===== src/rtl/dimmer_ctrl_if.sv =====
// Button inputs and brightness outputs shared between the dimmer and its user.
interface dimmer_ctrl_if;
  localparam int unsigned DUTY_W = 19;
  localparam int unsigned LVL_W  = 4;

  logic              btn_up;
  logic              btn_down;
  logic              btn_mode;
  logic [DUTY_W-1:0] duty;
  logic [LVL_W-1:0]  level;
  logic              auto_mode;
  logic              frame_tick;

  modport master (
    output btn_up, btn_down, btn_mode,
    input  duty, level, auto_mode, frame_tick
  );

  modport slave (
    input  btn_up, btn_down, btn_mode,
    output duty, level, auto_mode, frame_tick
  );
endinterface


===== src/rtl/dimmer_ctrl.sv =====
// Brightness sequencer: debounced buttons step or auto-fade a level that is
// applied to the PWM duty only at frame boundaries.
module dimmer_ctrl #(
  parameter int unsigned PERIOD      = 500000,
  parameter int unsigned DEB_CYCLES  = 1000000,
  parameter int unsigned NUM_LEVELS  = 10,
  parameter int unsigned STEP        = 50000,
  parameter int unsigned FADE_FRAMES = 4
) (
  input  logic         clk,
  input  logic         rst_n,
  dimmer_ctrl_if.slave bus
);

  localparam int unsigned DUTY_W = 19;
  localparam int unsigned LVL_W  = 4;
  localparam int unsigned NBTN   = 3;
  localparam int unsigned CNT_W  = (PERIOD > 0) ? $clog2(PERIOD + 1) : 1;
  localparam int unsigned DEB_W  = (DEB_CYCLES > 1) ? $clog2(DEB_CYCLES) : 1;
  localparam int unsigned FADE_W = (FADE_FRAMES > 1) ? $clog2(FADE_FRAMES) : 1;

  typedef enum logic [1:0] {
    MANUAL    = 2'd0,
    FADE_UP   = 2'd1,
    FADE_DOWN = 2'd2
  } state_t;

  // Button index order: 0 = up, 1 = down, 2 = mode
  logic [NBTN-1:0]  w_raw;
  logic [NBTN-1:0]  r_sync1;
  logic [NBTN-1:0]  r_sync2;
  logic [NBTN-1:0]  r_deb;
  logic [NBTN-1:0]  r_press;
  logic [DEB_W-1:0] r_dcnt [NBTN];

  logic [CNT_W-1:0]  r_fcount;
  logic              r_frame_tick;
  logic [DUTY_W-1:0] r_duty;

  state_t            r_state, w_state_nxt;
  logic [LVL_W-1:0]  r_level, w_level_nxt;
  logic [FADE_W-1:0] r_fade_cnt, w_fade_cnt_nxt;
  logic              r_auto, w_auto_nxt;
  logic              w_up_ev, w_down_ev, w_mode_ev;
  logic              w_fade_step;

  assign w_raw     = {bus.btn_mode, bus.btn_down, bus.btn_up};
  assign w_up_ev   = r_press[0];
  assign w_down_ev = r_press[1];
  assign w_mode_ev = r_press[2];

  // Synchronize, debounce and edge-detect each button
  always_ff @(posedge clk or negedge rst_n) begin
    if (!rst_n) begin
      r_sync1 <= '0;
      r_sync2 <= '0;
      r_deb   <= '0;
      r_press <= '0;
      for (int i = 0; i < NBTN; i++) r_dcnt[i] <= '0;
    end else begin
      r_sync1 <= w_raw;
      r_sync2 <= r_sync1;
      for (int i = 0; i < NBTN; i++) begin
        r_press[i] <= 1'b0;
        if (r_sync2[i] != r_deb[i]) begin
          if (r_dcnt[i] == DEB_W'(DEB_CYCLES - 1)) begin
            r_deb[i]   <= r_sync2[i];
            r_dcnt[i]  <= '0;
            r_press[i] <= r_sync2[i];
          end else begin
            r_dcnt[i] <= r_dcnt[i] + DEB_W'(1);
          end
        end else begin
          r_dcnt[i] <= '0;
        end
      end
    end
  end

  // Frame counter; tick is registered so it is high while the count equals PERIOD
  always_ff @(posedge clk or negedge rst_n) begin
    if (!rst_n) begin
      r_fcount     <= '0;
      r_frame_tick <= 1'b0;
    end else begin
      if (r_fcount == CNT_W'(PERIOD)) r_fcount <= '0;
      else                            r_fcount <= r_fcount + CNT_W'(1);
      r_frame_tick <= (r_fcount == CNT_W'(PERIOD - 1));
    end
  end

  // Duty takes the pre-update level on the last clock of a frame
  always_ff @(posedge clk or negedge rst_n) begin
    if (!rst_n) r_duty <= '0;
    else if (r_frame_tick) r_duty <= DUTY_W'(32'(r_level) * STEP);
  end

  // FSM and level registers
  always_ff @(posedge clk or negedge rst_n) begin
    if (!rst_n) begin
      r_state    <= MANUAL;
      r_level    <= '0;
      r_fade_cnt <= '0;
      r_auto     <= 1'b0;
    end else begin
      r_state    <= w_state_nxt;
      r_level    <= w_level_nxt;
      r_fade_cnt <= w_fade_cnt_nxt;
      r_auto     <= w_auto_nxt;
    end
  end

  assign w_fade_step = r_frame_tick && (r_fade_cnt == FADE_W'(FADE_FRAMES - 1));

  // Next-state and level logic; mode events take priority over fade steps
  always_comb begin
    w_state_nxt    = r_state;
    w_level_nxt    = r_level;
    w_fade_cnt_nxt = r_fade_cnt;
    w_auto_nxt     = r_auto;
    case (r_state)
      MANUAL: begin
        if (w_mode_ev) begin
          w_auto_nxt     = 1'b1;
          w_fade_cnt_nxt = '0;
          w_state_nxt    = (r_level == LVL_W'(NUM_LEVELS)) ? FADE_DOWN : FADE_UP;
        end else if (w_up_ev && !w_down_ev) begin
          if (r_level < LVL_W'(NUM_LEVELS)) w_level_nxt = r_level + LVL_W'(1);
        end else if (w_down_ev && !w_up_ev) begin
          if (r_level != '0) w_level_nxt = r_level - LVL_W'(1);
        end
      end
      FADE_UP, FADE_DOWN: begin
        if (w_mode_ev) begin
          w_auto_nxt     = 1'b0;
          w_fade_cnt_nxt = '0;
          w_state_nxt    = MANUAL;
        end else if (w_fade_step) begin
          w_fade_cnt_nxt = '0;
          if (r_state == FADE_UP) begin
            if (r_level < LVL_W'(NUM_LEVELS)) w_level_nxt = r_level + LVL_W'(1);
            if (r_level >= LVL_W'(NUM_LEVELS - 1)) w_state_nxt = FADE_DOWN;
          end else begin
            if (r_level != '0) w_level_nxt = r_level - LVL_W'(1);
            if (r_level <= LVL_W'(1)) w_state_nxt = FADE_UP;
          end
        end else if (r_frame_tick) begin
          w_fade_cnt_nxt = r_fade_cnt + FADE_W'(1);
        end
      end
      default: begin
        w_state_nxt    = MANUAL;
        w_auto_nxt     = 1'b0;
        w_fade_cnt_nxt = '0;
      end
    endcase
  end

  assign bus.duty       = r_duty;
  assign bus.level      = r_level;
  assign bus.auto_mode  = r_auto;
  assign bus.frame_tick = r_frame_tick;

endmodule


===== src/flat_wrapper.sv =====
// flat-port wrapper written by rule: the top's interface ports become plain ports
module dimmer_ctrl_flat 
#(
  parameter int unsigned PERIOD      = 500000,
  parameter int unsigned DEB_CYCLES  = 1000000,
  parameter int unsigned NUM_LEVELS  = 10,
  parameter int unsigned STEP        = 50000,
  parameter int unsigned FADE_FRAMES = 4
)
  (clk, rst_n, bus_btn_up, bus_btn_down, bus_btn_mode, bus_duty, bus_level, bus_auto_mode, bus_frame_tick);
  dimmer_ctrl_if bus_i ();
  input  logic clk;
  input  logic rst_n;
  input wire logic [$bits(bus_i.btn_up)-1:0] bus_btn_up;
  input wire logic [$bits(bus_i.btn_down)-1:0] bus_btn_down;
  input wire logic [$bits(bus_i.btn_mode)-1:0] bus_btn_mode;
  output wire logic [$bits(bus_i.duty)-1:0] bus_duty;
  output wire logic [$bits(bus_i.level)-1:0] bus_level;
  output wire logic [$bits(bus_i.auto_mode)-1:0] bus_auto_mode;
  output wire logic [$bits(bus_i.frame_tick)-1:0] bus_frame_tick;
  assign bus_i.btn_up = bus_btn_up;
  assign bus_i.btn_down = bus_btn_down;
  assign bus_i.btn_mode = bus_btn_mode;
  assign bus_duty = bus_i.duty;
  assign bus_level = bus_i.level;
  assign bus_auto_mode = bus_i.auto_mode;
  assign bus_frame_tick = bus_i.frame_tick;
  dimmer_ctrl #(.PERIOD(PERIOD), .DEB_CYCLES(DEB_CYCLES), .NUM_LEVELS(NUM_LEVELS), .STEP(STEP), .FADE_FRAMES(FADE_FRAMES)) u_core (.clk(clk), .rst_n(rst_n), .bus(bus_i));
endmodule

===== config.mk =====
export PLATFORM = sky130hd
export DESIGN_NAME = dimmer_ctrl_flat
export DESIGN_NICKNAME = d
export VERILOG_FILES = /design/src/rtl/dimmer_ctrl_if.sv /design/src/rtl/dimmer_ctrl.sv /design/src/flat_wrapper.sv
export SDC_FILE = /design/constraint.sdc
export NUM_CORES = 1
export LEC_CHECK = 0
export ABC_AREA = 1
export ABC_CLOCK_PERIOD_IN_PS = 3100
export CAP_MARGIN = 5
export CORE_ASPECT_RATIO = 2
export CORE_MARGIN = 1.5
export CORE_UTILIZATION = 45
export CTS_BUF_LIST = sky130_fd_sc_hd__clkbuf_16
export DETAILED_ROUTE_END_ITERATION = 10
export PLACE_DENSITY = 0.65
export SYNTH_ARGS = -nofsm -noshare
export SYNTH_HDL_FRONTEND = slang
export SYNTH_SLANG_ARGS = --single-unit

===== constraint.sdc =====
create_clock -name clk -period 3.1 [get_ports clk]
set_input_delay 0.62 -clock clk [delete_from_list [all_inputs] [get_ports clk]]
set_output_delay 0.62 -clock clk [all_outputs]
set_load 0.01 [all_outputs]

==> results of run 1 <==
-- worst reg2reg max path, delay by kind of cell, from the launching register on --
| family | cells | cell delay (ns) |
|---|---|---|
| adder cells (fa/ha/maj) | 3 | 1.07 |
| flip-flops | 1 | 0.50 |
| AND/OR/NAND/NOR | 7 | 0.67 |
| buffers and inverters | 1 | 0.13 |
-- cell families after synthesis --
| logic type | synth area share [%] |
|---|---|
| simple gates | 34.9 |
| buf+inv | 6.58 |
| flops | 42.1 |
| xor+xnor | 6.73 |
| compound gates | 3.70 |
| fa+ha+maj | 5.98 |
| other cells | 0.0543 |
-- synth_stat cells --
| cell | n |
|---|---|
| inv_1 | 102 |
| nor3_4 | 1 |
| o21ai_0 | 21 |
| nand3_2 | 4 |
| nor3_2 | 8 |
| conb_1 | 1 |
| buf_4 | 4 |
| buf_2 | 2 |
| nand3b_1 | 5 |
| nand4_1 | 15 |
| nand2_1 | 231 |
| o21ai_2 | 1 |
| xor2_1 | 38 |
| a21o_1 | 2 |
| buf_1 | 1 |
| nor3_1 | 22 |
| or2_2 | 2 |
| xnor2_1 | 15 |
| a21boi_0 | 1 |
| o211ai_1 | 2 |
| clkbuf_2 | 1 |
| inv_2 | 3 |
| clkbuf_1 | 2 |
| ha_1 | 33 |
| nand3_1 | 69 |
| dfrtp_1 | 116 |
| clkinv_1 | 1 |
| nand3b_2 | 1 |
| o21bai_1 | 1 |
| a31oi_1 | 1 |
| nor2_2 | 13 |
| a21oi_1 | 16 |
| nor2_4 | 4 |
| o21ai_1 | 2 |
| nand2_2 | 7 |
| nor2_1 | 166 |
-- cell type report --
cell class / count / area share [%]
multi-input cells: 685 / 44.6
well taps: 195 / 3.06
flip-flops and latches: 116 / 36.5
repair buffers: 29 / 3.65
clock inverters: 15 / 1.85
inverters: 106 / 5.00
clock buffers: 17 / 5.34
-- final timing paths --
| kind | startpoint | depth (start not counted) | end |
|---|---|---|---|
| worst max-delay path | u_core.bus.level[3] | 11 | u_core.bus.duty[16] |
| worst min-delay path | rst_n | 1 | u_core.r_dcnt[51] |
| worst max register to register | u_core.bus.level[3] | 11 | u_core.bus.duty[16] |
| worst min register to register | u_core.r_sync1[2] | 0 | u_core.r_sync2[2] |
| max in group asynchronous | rst_n | 2 | u_core.r_dcnt[13] |
| min in group clk | u_core.r_sync1[2] | 0 | u_core.r_sync2[2] |
-- power by group through the flow --
| stage | Sequential, mW | Clock [mW] | Combinational [mW] |
|---|---|---|---|
| after floorplan | 1.56 | 0 | 0.0391 |
| after global placement | 1.57 | 0 | 0.0841 |
| after detailed placement | 1.57 | 0 | 0.0843 |
| after CTS | 1.54 | 1.96 | 0.0846 |
| after global routing | 1.54 | 2.03 | 0.0958 |
| final | 1.54 | 1.91 | 0.0801 |
-- per-layer routing --
metal | vias up | track usage (%) | part of all wire, %
li1 | 2960 | - | -
met1 | 2647 | 21.5 | 39
met2 | 83 | 39.3 | 55
met3 | 40 | 3.45 | 2.2
met4 | 0 | 10.7 | 3.3
met5 | - | 0 | 0
-- state kept, by name, indices dropped and copies added, names as in the netlist --
signal,flops
u_core.bus.level,4
u_core.r_state,2
u_core.r_fade_cnt,2
u_core.r_sync1,3
u_core.bus.frame_tick,1
u_core.bus.auto_mode,1
u_core.r_sync2,3
u_core.r_deb,3
u_core.r_press,3
u_core.r_fcount,19
u_core.bus.duty,15
u_core.r_dcnt,60
-- per-stage QoR --
step	hold slack, ns	util (%)
2_1_floorplan	0.324	-
3_3_place_gp	0.333	49.6
3_5_place_dp	0.336	49.6
4_1_cts	0.246	53.4
5_1_grt	0.277	53.4
6_report	0.224	53.4
==> key figures, run 1 <==
Global route
  – Largest net degree at the start of global routing: 51
  – Initial antenna violation count: 0
  – First-pass GRT wire length: 26600 µm
  – Vias in the first global route: 5837
  – GRT overflow: 0
  – GRT Overall Usage: 20.7%

Place
  – Post-DP Area: 7390 µm²
  – Placed Cells: 1131
  – Buffers added on ports: 25
  – Final GP Congestion: 0.949
  – Dpl ws: 0.645 ns
  – Dpl hpwl: 11500 µm

Power and ir drop
  – P_sw: 0.745 mW
  – Power Total: 3.53 mW
  – Worst VDD drop: 0.000451 V
  – Leakage power: 3.64 nW
  – Net Sw Frac: 21.1%
  – Share of power burned in combinational logic: 2.3%
  – Sequential fraction of design power: 43.6%
  – Clock network power share: 54.1%
  – PwrDens: 443 nW/µm²
  – Internal: 2.79 mW

Clock network
  – CTS sink count: 116
  – H-tree levels: 4
  – # hold bufs at CTS: 0
  – TritonCTS clock tree: yes
  – Num CTS Buffers: 17
  – Longest Clk Path Bufs: 2
  – Setup Buffers After CTS: 0
  – Clock root buffer: clkbuf_16
  – Clock transition at path regs: 0.05 ns
  – Worst-Skew Late Latency: 0.41 ns
  – CTS resizes: 0

Floorplanning
  – Full die area: 16100 µm²
  – Rows: 63
  – Die width: 90.6 µm
  – Core area: 14900 µm²
  – Initial Utilization: 46.3%
  – Die Y: 178 µm
  – Io pins: 30

Detailed routing
  – Vias per inst: 4.93
  – Routed wire length: 15200 µm
  – Total number of vias: 5730
  – DRC viols: 0
  – DR iter-0 viols: 218
  – Pre-Repair DR Iteration Count: 4
  – WL/cell: 13.0 µm
  – Final ANT Viol Nets: 0

Yosys
  – Synth top area share: 42.1%
  – Yosys reg bits: 116
  – Syn_area_per_cell: 7.55 µm²
  – Mapped Cells: 914
  – Post-Synthesis Cell Area: 6900 µm²
  – Register area share after synthesis: 42.1%
  – Largest cells by area after synthesis: dfrtp_1 42%, nand2_1 13%, nor2_1 9.0%, ha_1 6.0%, inv_1 5.5%
  – Synth cell types: 36
  – Yosys top cell by area: dfrtp_1
  – Syn. warnings: 0

STA
  – Tightest Pin Transition: 0.643 ns
  – Skew final: 0.00470 ns
  – Period minus WS final: 2.46 ns
  – Final worst-path setup slack: 0.637 ns
  – Highest Clock Rate: 406 MHz
  – Slew HR: 57.2%
  – Setup TNS Final: 0 ns
  – Final period util: 79.4%
  – RSZ-0062 raised after global routing: false
  – Fin. Hold Viols: 0
  – Slew Limit Fails: 0
  – Endpoints failing setup: 0

Layout
  – Final Non-Filler Cells: 1163
  – Share of cells above drive strength 1: 7.75%
  – Area growth, synth to finish: 15.4%
  – Commonest non-fill, non-tap cell in the layout: nand2_1
  – Multi-input logic area: 3550 µm²
  – Commonest cells after routing, fill and taps aside: 231 x nand2_1, 166 x nor2_1, 116 x dfrtp_1
  – N_diodes: 0
  – Number of nets in the layout: 993
  – Total of fill cells in the finished design: 1431
  – FF/Latch Area: 2900 µm²
  – Fin area: 7960 µm²

Worst setup path
  – CP peak stage delay: 0.50 ns
  – Startpoint Class: register
  – CP endpoint kind: register
  – Flop-to-flop setup slack: 0.64 ns
  – WP data required: 3.40 ns
  – CP top delay family: adder cells
  – Buf/Inv on CP: 1
  – Crit Path Max Fanout: 9
  – Critical path cell sequence: inv_1, ha_1, ha_1, ha_1, nand2_1, nor2_1, nand2_1, nand3_1, nand3_1, nand3_1, nand2_1
  – Crit path max-delay cell type: dfrtp_1
  – CP arrival: 2.77 ns
  – WS Path Type: reg2reg

Min path
  – Hold WC Path Type: in2async

Job
  – Max-cap violations: 0

Run status
  – Run status: finished clean
Power figures use the tool's default switching activity.
==> inputs of run 2 (changes only) <==
--- a/config.mk
+++ b/config.mk
@@ -6,7 +6,7 @@
 export NUM_CORES = 1
 export LEC_CHECK = 0
 export ABC_AREA = 1
-export ABC_CLOCK_PERIOD_IN_PS = 3100
+export ABC_CLOCK_PERIOD_IN_PS = 2320
 export CAP_MARGIN = 5
 export CORE_ASPECT_RATIO = 2
 export CORE_MARGIN = 1.5
==> constraint.sdc (replaced) <==
create_clock -name clk -period 2.32 [get_ports clk]
set_input_delay 0.464 -clock clk [delete_from_list [all_inputs] [get_ports clk]]
set_output_delay 0.464 -clock clk [all_outputs]
set_load 0.01 [all_outputs]
==> run 2 against run 1 <==
First-iteration DRC count is 1.8% lower. Register-to-register slack worse by 0.47 ns. Final cell count is 0.95% higher. Clock power is 40% higher. Critical path depth is 1 higher. Sequential share of layout area is 0.86 points lower. Combinational power is 39% higher. Via count is 1.4% higher. Critical path type unchanged. Critical endpoint unchanged. Largest cell class unchanged. Largest power group unchanged.
==> key figures, run 2 (same netlist as run 1, synthesis figures left out) <==
Run status
  – Run status: finished clean (unchanged)

Floorplanning
  – Die Y: 178 µm (unchanged)
  – Core area: 14900 µm² (unchanged)
  – Die width: 90.6 µm (unchanged)
  – Rows: 63 (unchanged)
  – Io pins: 30 (unchanged)
  – Full die area: 16100 µm² (unchanged)
  – Initial Utilization: 46.3% (unchanged)

STA
  – Period minus WS final: 2.15 ns (was 2.46 ns)
  – Slew Limit Fails: 0 (unchanged)
  – Tightest Pin Transition: 0.544 ns (was 0.643 ns)
  – Slew HR: 63.7% (was 57.2%)
  – Final worst-path setup slack: 0.167 ns (was 0.637 ns)
  – Fin. Hold Viols: 0 (unchanged)
  – Endpoints failing setup: 0 (unchanged)
  – Final period util: 92.8% (was 79.4%)
  – Highest Clock Rate: 465 MHz (was 406 MHz)
  – Skew final: 0.00768 ns (was 0.00470 ns)
  – WHS: 0.0363 ns (was 0.224 ns)
  – Setup TNS Final: 0 ns (unchanged)
  – RSZ-0062 raised after global routing: false (unchanged)

Clock network
  – Worst-Skew Late Latency: 0.41 ns (about the same)
  – Clock transition at path regs: 0.06 ns (was 0.05 ns)
  – Longest Clk Path Bufs: 2 (unchanged)
  – H-tree levels: 4 (unchanged)
  – Num CTS Buffers: 17 (unchanged)
  – CTS sink count: 116 (unchanged)
  – Clock root buffer: clkbuf_16 (unchanged)
  – TritonCTS clock tree: yes (unchanged)

Layout
  – FF/Latch Area: 2900 µm² (about the same)
  – Fin area: 8160 µm² (was 7960 µm²)
  – Largest Register: u_core.r_dcnt (unchanged)
  – Number of nets in the layout: 1004 (was 993)
  – Final Non-Filler Cells: 1174 (was 1163)
  – N_diodes: 0 (unchanged)
  – Fin util: 54.8% (was 53.4%)
  – Total of fill cells in the finished design: 1432 (was 1431)
  – Share of cells above drive strength 1: 10.0% (was 7.75%)
  – Area growth, synth to finish: 18.2% (was 15.4%)
  – Max reg flops: 60 (unchanged)
  – Commonest non-fill, non-tap cell in the layout: nand2_1 (unchanged)
  – Multi-input logic area: 3630 µm² (was 3550 µm²)
  – Commonest cells after routing, fill and taps aside: 230 x nand2_1, 165 x nor2_1, 115 x dfrtp_1 (was 231 x nand2_1, 166 x nor2_1, 116 x dfrtp_1)

Power and ir drop
  – Power Total: 4.84 mW (was 3.53 mW)
  – Worst VDD drop: 0.000452 V (was 0.000451 V)
  – PwrDens: 593 nW/µm² (was 443 nW/µm²)
  – Leakage power: 3.71 nW (was 3.64 nW)

Place
  – Dpl ws: 0.0475 ns (was 0.645 ns)
  – Dpl hpwl: 11700 µm (was 11500 µm)
  – Post-DP Area: 7480 µm² (was 7390 µm²)
  – Placed Cells: 1139 (was 1131)
  – Buffers added on ports: 25 (unchanged)
  – Final GP Congestion: 0.860 (was 0.949)

Worst setup path
  – CP endpoint kind: register (unchanged)
  – Flop-to-flop setup slack: 0.17 ns (was 0.64 ns)
  – Crit path max-delay cell type: dfrtp_1 (unchanged)
  – WP data required: 2.62 ns (was 3.40 ns)
  – CP arrival: 2.45 ns (was 2.77 ns)
  – WS Path Type: reg2reg (unchanged)
  – Most Frequent Cell on Critical Path: nand3_1
  – Crit Path Max Fanout: 5 (was 9)
  – CP peak stage delay: 0.43 ns (was 0.50 ns)
  – Startpoint Class: register (unchanged)
  – Critical path cell sequence: ha_1, xor2_1, ha_1, a21o_1, ha_4, nand3_1, nand2_2, nand2_1, nand3_2, nand3_1, nand3_1, nand2_1 (was inv_1, ha_1, ha_1, ha_1, nand2_1, nor2_1, nand2_1, nand3_1, nand3_1, nand3_1, nand2_1)

Detailed routing
  – WL/cell: 13.3 µm (was 13.0 µm)
  – DRC viols: 0 (unchanged)
  – Final ANT Viol Nets: 0 (unchanged)
  – Routed wire length: 15600 µm (was 15200 µm)
  – DR iter-0 viols: 214 (was 218)
  – Vias per inst: 4.95 (was 4.93)
  – Pre-Repair DR Iteration Count: 4 (unchanged)
  – Total number of vias: 5811 (was 5730)

Min path
  – Hold WC Path Type: in2async (unchanged)

Global route
  – Initial antenna violation count: 0 (unchanged)
  – GRT overflow: 0 (unchanged)
  – Vias in the first global route: 5990 (was 5837)
  – Largest net degree at the start of global routing: 41 (was 51)
  – First-pass GRT wire length: 26800 µm (was 26600 µm)
  – GRT Overall Usage: 21.1% (was 20.7%)

Job
  – Max-cap violations: 0 (unchanged)
## run 2: cell types whose count changed in the layout (fill, tap and decap cells not counted), sizes merged
cell / delta
clkinvlp: -1
buf: +11
bufinv: +1
## run 2: worst paths after layout
check,startpoint,end,cells past startpoint
max,u_core.bus.level[3],u_core.bus.duty[16],12
min,rst_n,u_core.r_dcnt[35],1
max reg2reg,u_core.bus.level[3],u_core.bus.duty[16],12
min reg2reg,u_core.r_sync1[0],u_core.r_sync2[0],0
max in group asynchronous,rst_n,u_core.r_dcnt[6],2
min in group clk,u_core.r_sync1[0],u_core.r_sync2[0],0
## run 2: layout make-up
cell class | count | area share [%]
Multi-Input combinational cell | 685 | 44.5
Sequential cell | 116 | 35.6
Clock buffer | 17 | 5.21
Inverter | 106 | 4.88
Timing Repair Buffer | 40 | 4.72
Tap cell | 195 | 2.99
Clock inverter | 15 | 2.10
## run 2: report_power, final
| part | switching (mW) | leakage (nW) | internal, mW | total (mW) |
|---|---|---|---|---|
| Combinational | 0.0809 | 1.83 | 0.0298 | 0.111 |
| Sequential | 0.0144 | 1.58 | 2.04 | 2.06 |
| Clock | 0.908 | 0.301 | 1.76 | 2.67 |
## run 2: layer usage
metal	share of wire (%)	routed length (µm)	vias to the layer above	track usage (%)
met5	0	0	-	0
met4	3.0	463	0	10.6
met3	1.7	267	28	3.24
met2	58	8970	79	42.4
met1	38	5870	2729	19.9
li1	-	-	2975	-
## run 2: timing repair
action	in CTS	in global routing
hold buffers	0	0
setup buffers	0	3
gates resized for setup	0	11
endpoints found under the setup margin	0	7
## run 2: critical path: cells and delay by family (launching register included)
kind                       cells  cell delay (ns)
adders and majority gates      3             0.70
and+or+nand+nor                7             0.56
DFF                            1             0.43
AOI/OAI and AO/OA              1             0.19
xor gates and xnor gates       1             0.17
